===== config.mk =====
export PLATFORM = sky130hd
export DESIGN_NAME = crc_unfold_stream
export DESIGN_NICKNAME = d
export VERILOG_FILES = /design/src/rtl/crc_pkg.sv /design/src/rtl/crc_step_comb.sv /design/src/rtl/crc_unfold_stream.sv
export SDC_FILE = /design/constraint.sdc
export NUM_CORES = 1
export LEC_CHECK = 0
export BUFFER_PORTS_ARGS = -buffer_cell sky130_fd_sc_hd__buf_2
export CORE_AREA = 2 2 39 41
export CTS_CLUSTER_DIAMETER = 80
export DETAILED_ROUTE_END_ITERATION = 6
export DIE_AREA = 0 0 41 43
export MAX_ROUTING_LAYER = met4
export PLACE_DENSITY = 0.57
export RECOVER_POWER = 50
export SYNTH_ARGS = -nofsm -noshare
export SYNTH_HDL_FRONTEND = slang
export SYNTH_SLANG_ARGS = --single-unit
export TNS_END_PERCENT = 5

===== constraint.sdc =====
create_clock -name clk -period 1.6 [get_ports clk]
set_clock_uncertainty 0.05 [all_clocks]
set_input_delay 0.32 -clock clk [delete_from_list [all_inputs] [get_ports clk]]
set_output_delay 0.32 -clock clk [all_outputs]
set_load 0.05 [all_outputs]

===== src/rtl/crc_pkg.sv =====
// -----------------------------------------------------------------------------
// crc_pkg
// Shared definitions for the unfolded CRC stream block:
//   - crc_state_e   : FSM state encoding (RUN, FLUSH, DONE)
//   - CRC*_ constants: common generator polynomials, low bits only
//                      (the x^CRC_W term is implicit)
//   - crc_bit_step  : one serial LFSR step, direct or augmented form,
//                     on a remainder held in the low w bits of a 32-bit word
// -----------------------------------------------------------------------------
package crc_pkg;

   typedef enum logic [1:0] {
      ST_RUN   = 2'd0,
      ST_FLUSH = 2'd1,
      ST_DONE  = 2'd2
   } crc_state_e;

   // Generator low bits; the leading x^CRC_W coefficient is implicit.
   localparam logic [4:0]  CRC5_USB  = 5'b00101;           // x^5+x^2+1
   localparam logic [15:0] CRC16_IBM = 16'h8005;           // x^16+x^15+x^2+1

   // One serial step on a remainder occupying bits [w-1:0] of r.
   //   direct    : fb = r[w-1]^b ; r = {r,0} ^ (fb ? poly : 0)
   //   augmented : fb = r[w-1]   ; r = {r,b} ^ (fb ? poly : 0)
   // Bits above w-1 of the result are always cleared.
   function automatic logic [31:0] crc_bit_step(
      input logic [31:0] r,
      input logic        b,
      input logic [31:0] poly,
      input int unsigned w,
      input logic        augment
   );
      logic [31:0] shifted;
      logic [31:0] mask;
      logic        fb;
      mask    = (w >= 32) ? '1 : ((32'd1 << w) - 32'd1);
      fb      = augment ? r[w-1] : (r[w-1] ^ b);
      shifted = {r[30:0], augment & b};
      return (shifted ^ (fb ? poly : 32'd0)) & mask;
   endfunction

endpackage


===== src/rtl/crc_step_comb.sv =====
// -----------------------------------------------------------------------------
// crc_step_comb
// Purely combinational unfolded CRC step: applies up to J serial LFSR steps
// in one pass, consuming data bits MSB-first (data[J-1] is first in time).
// Only the first nbits of data are applied; the rest are skipped so the same
// logic can also run the short final flush cycle.
//
// Ports
//   r       in   CRC_W           current remainder
//   data    in   J               message (or zero-flush) bits, MSB first
//   nbits   in   clog2(J+1)      number of leading data bits to apply, 0..J
//   r_next  out  CRC_W           remainder after nbits steps
// -----------------------------------------------------------------------------
module crc_step_comb
   import crc_pkg::*;
#(
   parameter int unsigned      CRC_W   = 5,
   parameter logic [CRC_W-1:0] POLY    = CRC_W'(CRC5_USB),
   parameter int unsigned      J       = 3,
   parameter bit               AUGMENT = 1'b0
) (
   input  logic [CRC_W-1:0]       r,
   input  logic [J-1:0]           data,
   input  logic [$clog2(J+1)-1:0] nbits,
   output logic [CRC_W-1:0]       r_next
);

   logic [CRC_W-1:0] acc;

   always_comb begin
      acc = r;
      for (int i = 0; i < int'(J); i++) begin
         if (i < int'(nbits)) begin
            acc = CRC_W'(crc_bit_step(32'(acc), data[J-1-i], 32'(POLY),
                                      CRC_W, AUGMENT));
         end
      end
      r_next = acc;
   end

endmodule


===== src/rtl/crc_unfold_stream.sv =====
// -----------------------------------------------------------------------------
// crc_unfold_stream
// Streaming CRC engine consuming J message bits per clock. Messages arrive
// as whole J-bit beats with a valid/ready handshake; the finished remainder
// is presented with a valid/ready handshake and held until taken.
// In augmented form, CRC_W zero bits are appended after the last beat
// (FLUSH state) before the result is presented.
//
// Ports
//   clk        in   1      single clock, rising edge
//   reset      in   1      synchronous, active-high, dominates all inputs
//   in_valid   in   1      in_data beat offered
//   in_ready   out  1      block can accept a beat (RUN state only)
//   in_data    in   J      message bits, bit J-1 first in time
//   in_last    in   1      beat is the final beat of the message
//   out_valid  out  1      crc_out holds a finished remainder
//   out_ready  in   1      consumer accepts crc_out
//   crc_out    out  CRC_W  remainder, bit CRC_W-1 = coefficient of x^(CRC_W-1)
// -----------------------------------------------------------------------------
module crc_unfold_stream
   import crc_pkg::*;
#(
   parameter int unsigned      CRC_W   = 5,
   parameter logic [CRC_W-1:0] POLY    = CRC_W'(CRC5_USB),
   parameter int unsigned      J       = 3,
   parameter logic [CRC_W-1:0] INIT    = '0,
   parameter bit               AUGMENT = 1'b0
) (
   input  logic             clk,
   input  logic             reset,
   input  logic             in_valid,
   output logic             in_ready,
   input  logic [J-1:0]     in_data,
   input  logic             in_last,
   output logic             out_valid,
   input  logic             out_ready,
   output logic [CRC_W-1:0] crc_out
);

   // Flush timing: ceil(CRC_W/J) cycles, the last one carrying only the
   // leftover CRC_W mod J zero bits when that is nonzero.
   localparam int unsigned FLUSH_CYC = (CRC_W + J - 1) / J;
   localparam int unsigned TAIL_BITS = ((CRC_W % J) == 0) ? J : (CRC_W % J);
   localparam int unsigned NB_W      = $clog2(J + 1);
   localparam int unsigned CNT_W     = $clog2(FLUSH_CYC + 1);

   crc_state_e       state, state_nx;
   logic [CRC_W-1:0] r, r_nx, r_step;
   logic [CNT_W-1:0] cnt, cnt_nx;
   logic [J-1:0]     step_data;
   logic [NB_W-1:0]  step_nbits;

   // Single unfolded step shared by RUN (message bits) and FLUSH (zeros).
   crc_step_comb #(
      .CRC_W   (CRC_W),
      .POLY    (POLY),
      .J       (J),
      .AUGMENT (AUGMENT)
   ) u_step (
      .r      (r),
      .data   (step_data),
      .nbits  (step_nbits),
      .r_next (r_step)
   );

   // NOTE: every register here is reset because a reset must both abandon a
   // half-built remainder and re-seed it; nothing is left to power-up value.
   always_ff @(posedge clk) begin
      if (reset) begin
         state <= ST_RUN;
         r     <= INIT;
         cnt   <= '0;
      end else begin
         // NOTE: non-blocking so all registers update from pre-edge values.
         state <= state_nx;
         r     <= r_nx;
         cnt   <= cnt_nx;
      end
   end

   always_comb begin
      // NOTE: defaults first so no path leaves an output unassigned (latch).
      state_nx   = state;
      r_nx       = r;
      cnt_nx     = cnt;
      in_ready   = 1'b0;
      out_valid  = 1'b0;
      step_data  = '0;
      step_nbits = NB_W'(J);

      unique case (state)
         ST_RUN: begin
            in_ready  = 1'b1;
            step_data = in_data;
            if (in_valid) begin
               r_nx = r_step;
               if (in_last) begin
                  if (AUGMENT) begin
                     state_nx = ST_FLUSH;
                     cnt_nx   = CNT_W'(FLUSH_CYC);
                  end else begin
                     state_nx = ST_DONE;
                  end
               end
            end
         end

         ST_FLUSH: begin
            // cnt counts flush cycles still to run, including this one.
            if (cnt == CNT_W'(1)) begin
               step_nbits = NB_W'(TAIL_BITS);
               state_nx   = ST_DONE;
            end
            r_nx   = r_step;
            cnt_nx = cnt - CNT_W'(1);
         end

         ST_DONE: begin
            out_valid = 1'b1;
            if (out_ready) begin
               state_nx = ST_RUN;
               r_nx     = INIT;
            end
         end

         default: begin
            state_nx = ST_RUN;
            r_nx     = INIT;
         end
      endcase
   end

   // The remainder register is the result; it is frozen while in DONE.
   assign crc_out = r;

endmodule

======== Word level (Yosys, flattened, before mapping) ========
Cells that the tools add are included.
word-level totals
  register bits after elaboration ......... 9
  logic and storage cells ................. 42
operators by class
  add/subtract/negate cells ............... 1
  $lt $le $gt $ge ......................... 3
  equality and inequality tests ........... 7
  muxes and demuxes ....................... 19
  bitwise gates (word level) .............. 6
  reductions and logical operators ........ 3
operators with widths
  cell                                                  count
  2-to-1 mux 5 bit                                      5
  one-hot mux 5 bit (3 select lines)                    1
  bitwise XOR 5 bit                                     3
  2-to-1 mux 3 bit                                      4
  2-to-1 mux 2 bit                                      4
  != test 2 bit (second input constant)                 4
  one-hot mux 2 bit (3 select lines)                    1
  equality test 2 x 1 -> 1 bit (second input constant)  2
  < comparator 1 x 2 -> 1 bit (first input constant)    2
  2-to-1 mux 1 bit                                      4
  AND reduction 4 bit                                   1
  bitwise XOR 1 bit                                     3
  equality test 2 bit (second input constant)           1
  zero test 2 bit                                       1
  < comparator 2 bit (first input constant)             1
  AND reduction 2 bit                                   1
  subtractor 2 x 1 -> 2 bit (second input constant)     1

======== Depth between registers and ports, before layout ========
Gate-level depths: netlist (run 1).
  word-level depth ........................ 16
  depth in mapped cells ................... 4
  gate-level depth less buffers ........... 3

======== Cells and area by module ========
A second synthesis (run 1) with hierarchy kept.
second synthesis, totals
  cells, all modules ...................... 45
  area total of the unflattened synthesis .. 478.0 um^2
by module, submodules not included
  module             instances  cells each  area an instance (um^2)  seq. area each (um^2)
  crc_unfold_stream  1          27          255.2                    120.1
  crc_step_comb      1          18          222.7                    0.0

======== Worst setup path before layout (run 1) ========
Ideal clock, no wire load.
  path type ............................... reg-to-reg
  start point ............................. register state[1]
  end point ............................... register r[3], in the netlist crc_out[3]
  setup time .............................. 123 ps
  data arrival time ....................... 1259 ps
  data required time ...................... 1427 ps
  setup slack ............................. 167 ps
  cell stages (with the launch flop) ...... 5
  buffers on the path ..................... 1
  cells stage by stage .................... dfxtp_1 buf_6 inv_1 nand4_1 a31oi_1
between the ends
  cells in the longest elaborated chain, start to end .. 12
ends and longest elaborated chain
  what                                RTL line                 RTL
  from (decl)                         crc_unfold_stream.sv:47  crc_state_e state, state_nx;
  from (signal assigned)              crc_unfold_stream.sv:75  state <= state_nx;
  equality test 2 x 1 -> 1 bit        crc_unfold_stream.sv:91  unique case (state)
  2-to-1 mux 1 bit                    crc_unfold_stream.sv:91
  < comparator 1 x 2 -> 1 bit         crc_step_comb.sv:33      if (i < int'(nbits)) begin
  2-to-1 mux 5 bit                    crc_step_comb.sv:33
  bitwise XOR 1 bit                   crc_pkg.sv:37            fb = augment ? r[w-1] : (r[w-1] ^ b);
  2-to-1 mux 3 bit                    crc_pkg.sv:39            return (shifted ^ (fb ? poly : 32'd0)) & mask;
  bitwise XOR 5 bit                   crc_pkg.sv:39
  2-to-1 mux 5 bit                    crc_step_comb.sv:33
  bitwise XOR 5 bit                   crc_pkg.sv:39
  2-to-1 mux 5 bit                    crc_step_comb.sv:33
  2-to-1 mux 5 bit                    crc_unfold_stream.sv:95  if (in_valid) begin
  one-hot mux 5 bit (3 select lines)  crc_unfold_stream.sv:91
  to (signal assigned)                crc_unfold_stream.sv:76  r <= r_nx;
  to (decl)                           crc_unfold_stream.sv:48  logic [CRC_W-1:0] r, r_nx, r_step;
Parallel ways exist; a longest one is shown, timed or not. The select of a mux whose other input is x is not followed.
A chain may end at the register's enable or synchronous reset.

======== Final worst setup path (run 1) ========
  start point ............................. register state[1]
  end point ............................... output port in_ready
between the ends
  cells in the longest elaborated chain, start to end .. 2
ends and longest elaborated chain
  what              RTL line                 RTL
  zero test 2 bit   crc_unfold_stream.sv:91
  2-to-1 mux 1 bit  crc_unfold_stream.sv:91
  to (decl)         crc_unfold_stream.sv:32  output logic in_ready,
Every way passes these cells.

==> out/metrics.yaml, run 1 <==
outcome:
  outcome: "completed"
synth:
  synth.net_count: 47
  yosys_warnings: 0
  ys_seq_area_share_pct: 34.16
  syn_area_per_cell_um2: 9.015
  synth_cell_type_count: 21
  syn_inst: 39
  ys_ff_latch: 6
  syn_area_um2: 351.6
timing:
  tns_ns: 0
  worstMarginPinSlew_ns: 0.2950
  period_share_pct: 90.95
  slew_headroom_pct: 80.31
  hold_viol_final: 0
  rsz0062_at_grt: "no"
  slew_violations: 0
  clock.fmax_ghz: 0.6872
  final-setup-viol-count: 0
  layout_min_cycle_time_ns: 1.455
  setup_slack_ns: 0.1448
routing:
  routed_wl_um: 746
  via_per_inst: 4.714
  drt_iter0_drc: 2
  vias: 330
  drtAntennaViolNets: 0
  drc_errors: 0
  routedWlPerCell_um: 10.66
  first_pass_iters: 2
cts:
  htreeDepth: 1
  cts_buffer_depth: 2
  clk_pin_slew_worst_paths_ns: 0.05
  clk_latency_ns: 0.25
  cts_sinks: 6
  cts_resized: 0
  cts_inserted_buffers: 3
  post_cts.repair.setup_buffers: 0
  cts_tree: "yes"
  root_buffer: "clkbuf_4"
  cts_hold_buf: 0
floorplanning:
  die_y_um: 43
  die-width_um: 41
  io_pins: 15
  initial_utilization_pct: 25.41
  rows: 14
  dieArea_um2: 1763
  fp.coreArea_um2: 1384
worst_setup_path:
  crit_path_max_fanout: 10
  slowest_stage: "dfxtp_1"
  setup.worst_path.class: "flip-flop to output port"
  crit_family: "flip-flops"
  crit_buf_inv: 2
  max_stage_delay_ns: 0.48
  crit_path_start_kind: "flip-flop"
  cp.arrival_ns: 1.09
  cp_data_required_time_ns: 1.23
  endpoint_kind: "output port"
  path_cells: "inv_1 > buf_2"
placement:
  hpwl_um: 576.5
  gp_congestion: 0.6631
  pre_cts_slack_ns: 0.4095
  io_buffers: 14
  dpl_cell_area_um2: 425.4
  place_inst: 67
hold_path:
  hold_class: "input pin to flip-flop"
power:
  finalPower_mw: 0.4812
  irDropWorstVdd_mv: 0.2237
  leakagePower_nw: 0.2020
  p_per_area_nw_per_um2: 1074
final_layout:
  final_cells: 70
  num_antenna_cells: 0
  finalInstanceArea_um2: 447.9
  nNetsFinal: 64
  area.growth.synth_to_final_pct: 27.40
  post_route_cells_drive_above_1_share_pct: 35.19
global_route:
  gr-total-overflow: 0
  antenna_found_initial: 0
  grt_pass1_wl_mm: 1.200
  grt_max_degree: 11
  grt.total_usage_pct: 11.01
  grt_pass1_vias: 316
run:
  maxCapViolCount: 0
## stage by stage
stage,hold slack (ns),util [%]
after detailed placement,0.4764,30.74
after global routing,0.3047,32.37
final,0.2547,32.37
after CTS,0.2525,32.37
after global placement,0.4674,30.74
after floorplan,0.4093,-
## sequential cells by signal, summed over array words and instances (netlist names)
signal / count
crc_out: 5
state: 1
## cell type report
type | instances | area [µm²]
Fill cell | 149 | 935.9
Multi-Input combinational cell | 28 | 203.9
Sequential cell | 6 | 120.1
Timing Repair Buffer | 14 | 70.07
Clock buffer | 3 | 22.52
Tap cell | 16 | 20.02
Inverter | 3 | 11.26
## placed cells by master, fill, tap and decap left out, types with 3 or more instances in the layout
cell type | Yosys | final
buf_2 | 0 | 14
clkbuf_4 | 0 | 3
a31oi_1 | 3 | 3
nor2_1 | 4 | 4
dfxtp_1 | 6 | 6
inv_1 | 3 | 3
xor2_1 | 3 | 3
## worst min-delay path: cells and delay by family
kind,cells,cell delay (ns)
buf+inv,1,0.08
simple gates,1,0.07
compound gates,1,0.05
## synthesized netlist by cell type, drive strengths merged
cell type / instances / area (µm²)
a22oi: 1 / 7.510
nand4: 2 / 12.51
nor2b: 1 / 6.260
nand2: 2 / 7.510
inv: 3 / 11.26
nor4b: 1 / 8.760
xnor2: 3 / 33.79
o31ai: 1 / 12.51
dfxtp: 6 / 120.1
mux2i: 1 / 10.01
a211o: 2 / 17.52
clkbuf: 1 / 5.000
xor2: 3 / 26.28
buf: 1 / 11.26
nand2b: 1 / 6.260
nor2: 4 / 15.01
a31oi: 3 / 18.77
and2b: 1 / 7.510
a21oi: 1 / 5.000
a2bb2oi: 1 / 8.760
## cell families (layout without fill, tap and decap cells)
logic type / count (synthesis) / after routing / share of synthesized area [%]
mux: 1 / 1 / 2.847
compound gates: 9 / 9 / 19.93
xor+xnor: 6 / 6 / 17.09
simple gates: 12 / 12 / 18.15
flops: 6 / 6 / 34.17
buf+inv: 5 / 20 / 7.827
## layer usage
metal	GRT usage (%)	routed length, µm
met1	11.25	345
met2	15.63	307
met3	2.094	71
met4	12.00	23
met5	-	0
## final timing paths
check / start / end / slack, ns / cells past startpoint
setup / recovery: state[1]$_SDFFE_PP0P_ / in_ready / 0.14 / 2
setup reg to reg: crc_out[1]$_SDFFE_PP0P_ / crc_out[4]$_SDFFE_PP0P_ / 0.53 / 3
hold reg to reg: crc_out[4]$_SDFFE_PP0P_ / crc_out[4]$_SDFFE_PP0P_ / 0.48 / 2
hold / removal: in_last / state[1]$_SDFFE_PP0P_ / 0.25 / 3
## power breakdown
| part | switching, mW | leakage (nW) | internal [mW] | total (mW) |
|---|---|---|---|---|
| logic | 0.0985 | 0.139 | 0.0554 | 0.154 |
| clock network | 0.0603 | 0.0138 | 0.0852 | 0.146 |
| registers | 0.0174 | 0.0494 | 0.164 | 0.182 |
Power figures use the tool's default switching activity.
==> inputs of run 2 (changes only) <==
--- a/config.mk
+++ b/config.mk
@@ -5,13 +5,13 @@
 export SDC_FILE = /design/constraint.sdc
 export NUM_CORES = 1
 export LEC_CHECK = 0
-export BUFFER_PORTS_ARGS = -buffer_cell sky130_fd_sc_hd__buf_2
 export CORE_AREA = 2 2 39 41
 export CTS_CLUSTER_DIAMETER = 80
 export DETAILED_ROUTE_END_ITERATION = 6
 export DIE_AREA = 0 0 41 43
+export DONT_BUFFER_PORTS = 1
 export MAX_ROUTING_LAYER = met4
-export PLACE_DENSITY = 0.57
+export PLACE_DENSITY = 0.48
 export RECOVER_POWER = 50
 export SYNTH_ARGS = -nofsm -noshare
 export SYNTH_HDL_FRONTEND = slang
==> run 2 against run 1 <==
  * Via count down 7.3%
  * Clock power is essentially flat
  * Sequential power is essentially flat
  * Flip-flop and latch count unchanged
  * Final area down 4.5%
==> out/metrics.yaml, run 2 (synthesis results as in run 1) <==
worst_setup_path:
  crit_path_max_fanout: 10  # unchanged
  cp_data_required_time_ns: 1.23  # about the same
  setup.worst_path.class: "flip-flop to output port"
  r2r-end: "crc_out[1]$_SDFFE_PP0P_"
  crit_family: "flip-flops"
  crit_path_start_kind: "flip-flop"
  r2r-start: "state[1]$_SDFFE_PP0P_"
  rrSetupSlack_ns: 0.49  # -0.04 ns
  slowest_stage: "dfxtp_1"
  max_stage_delay_ns: 0.51  # +0.03 ns
  path_cells: "inv_1 > buf_4"
  cp.arrival_ns: 1.08  # about the same
  crit_buf_inv: 2  # unchanged
  rr_worst_depth: 3  # unchanged
  endpoint_kind: "output port"
floorplanning:
  fp.coreArea_um2: 1384  # unchanged
  die-width_um: 41  # unchanged
  io_pins: 15  # unchanged
  rows: 14  # unchanged
  initial_utilization_pct: 25.41  # unchanged
  die_y_um: 43  # unchanged
  dieArea_um2: 1763  # unchanged
global_route:
  gr-total-overflow: 0  # unchanged
  grt.total_usage_pct: 12.27  # +1.3 points
  antenna_found_initial: 0  # unchanged
  grt_max_degree: 11  # unchanged
  grt_pass1_wl_mm: 1.290  # +7.5%
  grt_pass1_vias: 302  # -4.4%
final_layout:
  num_antenna_cells: 0  # unchanged
  largest_reg_flops: 5  # unchanged
  area.growth.synth_to_final_pct: 21.71
  post_route_cells_drive_above_1_share_pct: 25.53  # -9.7 points
  fillers: 158  # +6.0%
  final_cells: 63  # -10%
  layout_common_cells: "6 x dfxtp_1, 6 x buf_4, 4 x nor2_1"
  nNetsFinal: 57  # -11%
cts:
  cts_buffer_depth: 2  # unchanged
  cts_tree: "yes"
  cts_inserted_buffers: 3  # unchanged
  clk_pin_slew_worst_paths_ns: 0.05  # about the same
  htreeDepth: 1  # unchanged
  root_buffer: "clkbuf_4"
  clk_latency_ns: 0.24  # about the same
  cts_hold_buf: 0  # unchanged
  cts_sinks: 6  # unchanged
  cts_resized: 0  # unchanged
  post_cts.repair.setup_buffers: 0  # unchanged
timing:
  period_share_pct: 90.71  # -0.24 points
  tns_ns: 0  # unchanged
  rsz0062_at_grt: "no"
  final-setup-viol-count: 0  # unchanged
  slew_violations: 0  # unchanged
  hold_viol_final: 0  # unchanged
  clock.fmax_ghz: 0.6890  # +0.27%
  slew_headroom_pct: 78.27  # -2.0 points
  layout_min_cycle_time_ns: 1.451  # -0.003852 ns
  worstMarginPinSlew_ns: 0.3255  # +0.03053 ns
placement:
  place_inst: 60  # -10%
  gp_congestion: 0.7315  # +10%
  hpwl_um: 606.9  # +5.3%
  io_buffers: 0  # -14
outcome:
  outcome: "completed"
routing:
  routed_wl_um: 783  # +5.0%
  drt_iter0_drc: 7  # +5
  first_pass_iters: 3  # +1
  vias: 306  # -7.3%
  drtAntennaViolNets: 0  # unchanged
  via_per_inst: 4.857  # +3.0%
  routedWlPerCell_um: 12.43  # +17%
  drc_errors: 0  # unchanged
run:
  maxCapViolCount: 0  # unchanged
hold_path:
  hold_class: "input pin to flip-flop"
  min_path_cells: 1  # -2
  hp-start: "reset"
  hold-path-endpoint: "crc_out[3]$_SDFFE_PP0P_"
power:
  finalPower_mw: 0.4735  # -1.6%
  p_per_area_nw_per_um2: 1107  # +3.0%
  leakagePower_nw: 0.1761  # -13%
  irDropWorstVdd_mv: 0.6319  # +180%
## run 2: changes by cell type in the layout (fill, tap and decap cells not counted), sizes merged
| cell | previous run | this run |
|---|---|---|
| buf | 14 | 6 |
| clkbuf | 3 | 4 |
## run 2: cell type report
class | count | area (µm²) | share of cell area (%)
well taps | 16 | 20.02 | 4.678
multi-input cells | 28 | 203.9 | 47.66
repair buffers | 7 | 50.05 | 11.70
clock buffers | 3 | 22.52 | 5.263
inverters | 3 | 11.26 | 2.632
flip-flops and latches | 6 | 120.1 | 28.07
## run 2: per-layer routing
| layer | GRT usage [%] | vias to the layer above | share of wire, % |
|---|---|---|---|
| met5 | - | - | 0 |
| met4 | 8.000 | 0 | 2.4 |
| met3 | 8.901 | 2 | 13 |
| met2 | 15.00 | 15 | 44 |
| met1 | 13.59 | 133 | 40 |
| li1 | - | 156 | - |
## run 2: worst max-delay path by stage
stage                     cells after the start                  start                       to  slack [ns]
final                                         2  state[1]$_SDFFE_PP0P_                 in_ready        0.15
after floorplan                               4  state[1]$_SDFFE_PP0P_  crc_out[3]$_SDFFE_PP0P_        0.17
after global placement                        2  state[1]$_SDFFE_PP0P_                 in_ready        0.44
after global routing                          2  state[1]$_SDFFE_PP0P_                 in_ready        0.08
after CTS                                     2  state[1]$_SDFFE_PP0P_                 in_ready        0.14
after detailed placement                      2  state[1]$_SDFFE_PP0P_                 in_ready        0.42
## run 2: through the flow
step / instance area (µm²) / utilization, % / setup slack, ns / hold slack (ns)
2_1_floorplan: 351.6 / - / 0.1672 / 0.4093
3_3_place_gp: 407.9 / 29.48 / 0.4403 / 0.3431
3_5_place_dp: 407.9 / 29.48 / 0.4151 / 0.3443
4_1_cts: 430.4 / 31.10 / 0.1410 / 0.07935
5_1_grt: 427.9 / 30.92 / 0.08120 / 0.07732
6_report: 427.9 / 30.92 / 0.1487 / 0.08923
## run 2: where the power goes
part	leakage (nW)	switching, mW	internal [mW]	total [mW]
Combinational	0.113	0.0904	0.0573	0.148
Clock	0.0138	0.0588	0.0852	0.144
Sequential	0.0494	0.0174	0.164	0.182
Total	0.176	0.167	0.307	0.474
## run 2: worst reg2reg max path: cells and delay by family, from the launching register on
| family | cells | cell delay, ns |
|---|---|---|
| flip-flops | 1 | 0.51 |
| multiplexers | 1 | 0.28 |
| AND/OR/NAND/NOR | 1 | 0.10 |
| AO/OA/AOI/OAI | 1 | 0.12 |
==> inputs of run 3 (changes only) <==
==> constraint.sdc (replaced) <==
create_clock -name clk -period 1.6 [get_ports clk]
set_clock_uncertainty 0.05 [all_clocks]
set_input_delay 0.16 -clock clk [delete_from_list [all_inputs] [get_ports clk]]
set_output_delay 0.16 -clock clk [all_outputs]
set_load 0.05 [all_outputs]
==> run 3 against run 2 <==
  * Register-to-register slack lost 0.15 ns
  * Sequential power about the same
  * Critical path depth down 1
  * Critical path type unchanged
==> out/metrics.yaml, run 3 (synthesis results as in run 1) <==
outcome:
  outcome: "completed"
routing:
  routedWlPerCell_um: 12.20  # -1.8%
  drt_iter0_drc: 9  # +2
  first_pass_iters: 4  # +1
  vias: 302  # -1.3%
  drc_errors: 0  # unchanged
  drtAntennaViolNets: 0  # unchanged
  via_per_inst: 4.719  # -2.8%
  routed_wl_um: 781  # -0.26%
timing:
  clock.fmax_ghz: 0.7472  # +8.4%
  tns_ns: 0  # unchanged
  hold_viol_final: 0  # unchanged
  worstMarginPinSlew_ns: 0.6508  # +0.3253 ns
  layout_min_cycle_time_ns: 1.338  # -0.1129 ns
  final-setup-viol-count: 0  # unchanged
  rsz0062_at_grt: "no"
  slew_violations: 0  # unchanged
  slew_headroom_pct: 56.62  # -22 points
  period_share_pct: 83.65  # -7.1 points
worst_setup_path:
  setup.worst_path.class: "flip-flop to output port"
  r2r-start: "crc_out[1]$_SDFFE_PP0P_"
  slowest_stage: "clkbuf_1"
  startpoint: "crc_out[2]$_SDFFE_PP0P_"
  crit_path_max_fanout: 4  # -6
  cp.arrival_ns: 1.13  # +0.05 ns
  crit_path_start_kind: "flip-flop"
  max_stage_delay_ns: 0.49  # -0.02 ns
  endpoint_kind: "output port"
  path_cells: "clkbuf_1"
  cp_data_required_time_ns: 1.39  # +0.16 ns
  crit_family: "buffers and inverters"
  crit_buf_inv: 1  # -1
floorplanning:
  io_pins: 15  # unchanged
  dieArea_um2: 1763  # unchanged
  fp.coreArea_um2: 1384  # unchanged
  die-width_um: 41  # unchanged
  die_y_um: 43  # unchanged
  rows: 14  # unchanged
  initial_utilization_pct: 25.41  # unchanged
power:
  irDropWorstVdd_mv: 0.4353  # -31%
  leakagePower_nw: 0.1605  # -8.8%
  p_per_area_nw_per_um2: 1097  # -0.85%
  finalPower_mw: 0.4626  # -2.3%
global_route:
  grt.total_usage_pct: 11.95  # -0.32 points
  grt_pass1_vias: 300  # -0.66%
  grt_max_degree: 11  # unchanged
  antenna_found_initial: 0  # unchanged
  grt_pass1_wl_mm: 1.248  # -3.3%
  gr-total-overflow: 0  # unchanged
cts:
  cts_sinks: 6  # unchanged
  post_cts.repair.setup_buffers: 0  # unchanged
  cts_hold_buf: 1  # +1
  cts_resized: 0  # unchanged
  cts_tree: "yes"
  cts_buffer_depth: 2  # unchanged
  clk_latency_ns: 0.24  # about the same
  clk_pin_slew_worst_paths_ns: 0.04  # about the same
  cts_inserted_buffers: 3  # unchanged
  root_buffer: "clkbuf_4"
  htreeDepth: 1  # unchanged
final_layout:
  finalInstanceArea_um2: 421.7  # -1.5%
  post_route_cells_drive_above_1_share_pct: 14.58  # -11 points
  area.growth.synth_to_final_pct: 19.93
  nNetsFinal: 58  # +1.8%
  num_antenna_cells: 0  # unchanged
  largest_reg_flops: 5  # unchanged
  final_common_cell: "dfxtp_1"
  final_util_pct: 30.47  # -0.45 points
  layout_common_cells: "6 x dfxtp_1, 5 x clkbuf_1, 4 x nor2_1"
hold_path:
  hp-start: "in_last"
  hold_class: "input pin to flip-flop"
placement:
  gp_congestion: 0.7116  # -2.7%
  dpl_cell_area_um2: 407.9  # unchanged
  hpwl_um: 588.8  # -3.0%
  io_buffers: 0  # unchanged
run:
  maxCapViolCount: 0  # unchanged
## run 3: changes by cell type in the layout (fill, tap and decap cells not counted)
cell           before  now
buf_4               6    2
clkbuf_1            0    5
clkbuf_2            1    0
dlygate4sd3_1       0    1
## run 3: worst paths after layout
kind | slack (ns) | end | depth (start not counted)
setup / recovery | 0.26 | crc_out[2] | 1
hold / removal | 0.02 | state[1]$_SDFFE_PP0P_ | 2
setup reg to reg | 0.34 | crc_out[1]$_SDFFE_PP0P_ | 3
hold reg to reg | 0.48 | crc_out[3]$_SDFFE_PP0P_ | 2
## run 3: metrics by stage
stage	worst slack (ns)	std cells	hold slack, ns
final	0.2616	64	0.01940
after global routing	0.1948	64	0.02649
after CTS	0.2988	64	0.01722
after detailed placement	0.4944	60	0.1845
after global placement	0.4950	60	0.1834
after floorplan	0.1672	39	0.2493
## run 3: report_power, final
group          leakage (nW)  switching (mW)  internal (mW)
logic                0.0973          0.0930         0.0493
clock network        0.0138          0.0541         0.0848
registers            0.0494          0.0169          0.165
## run 3: cell type report
cell class | instances | area (µm²)
clock buffers | 3 | 22.52
fillers | 156 | 962.2
inverters | 3 | 11.26
multi-input cells | 28 | 203.9
flip-flops and latches | 6 | 120.1
well taps | 16 | 20.02
repair buffers | 8 | 43.79
## run 3: per-layer routing
metal	vias to the layer above	part of all wire, %	GRT usage, %
li1	157	-	-
met2	15	42	14.06
met4	0	1.3	8.000
met3	2	11	8.901
met1	128	45	13.55
met5	-	0	-
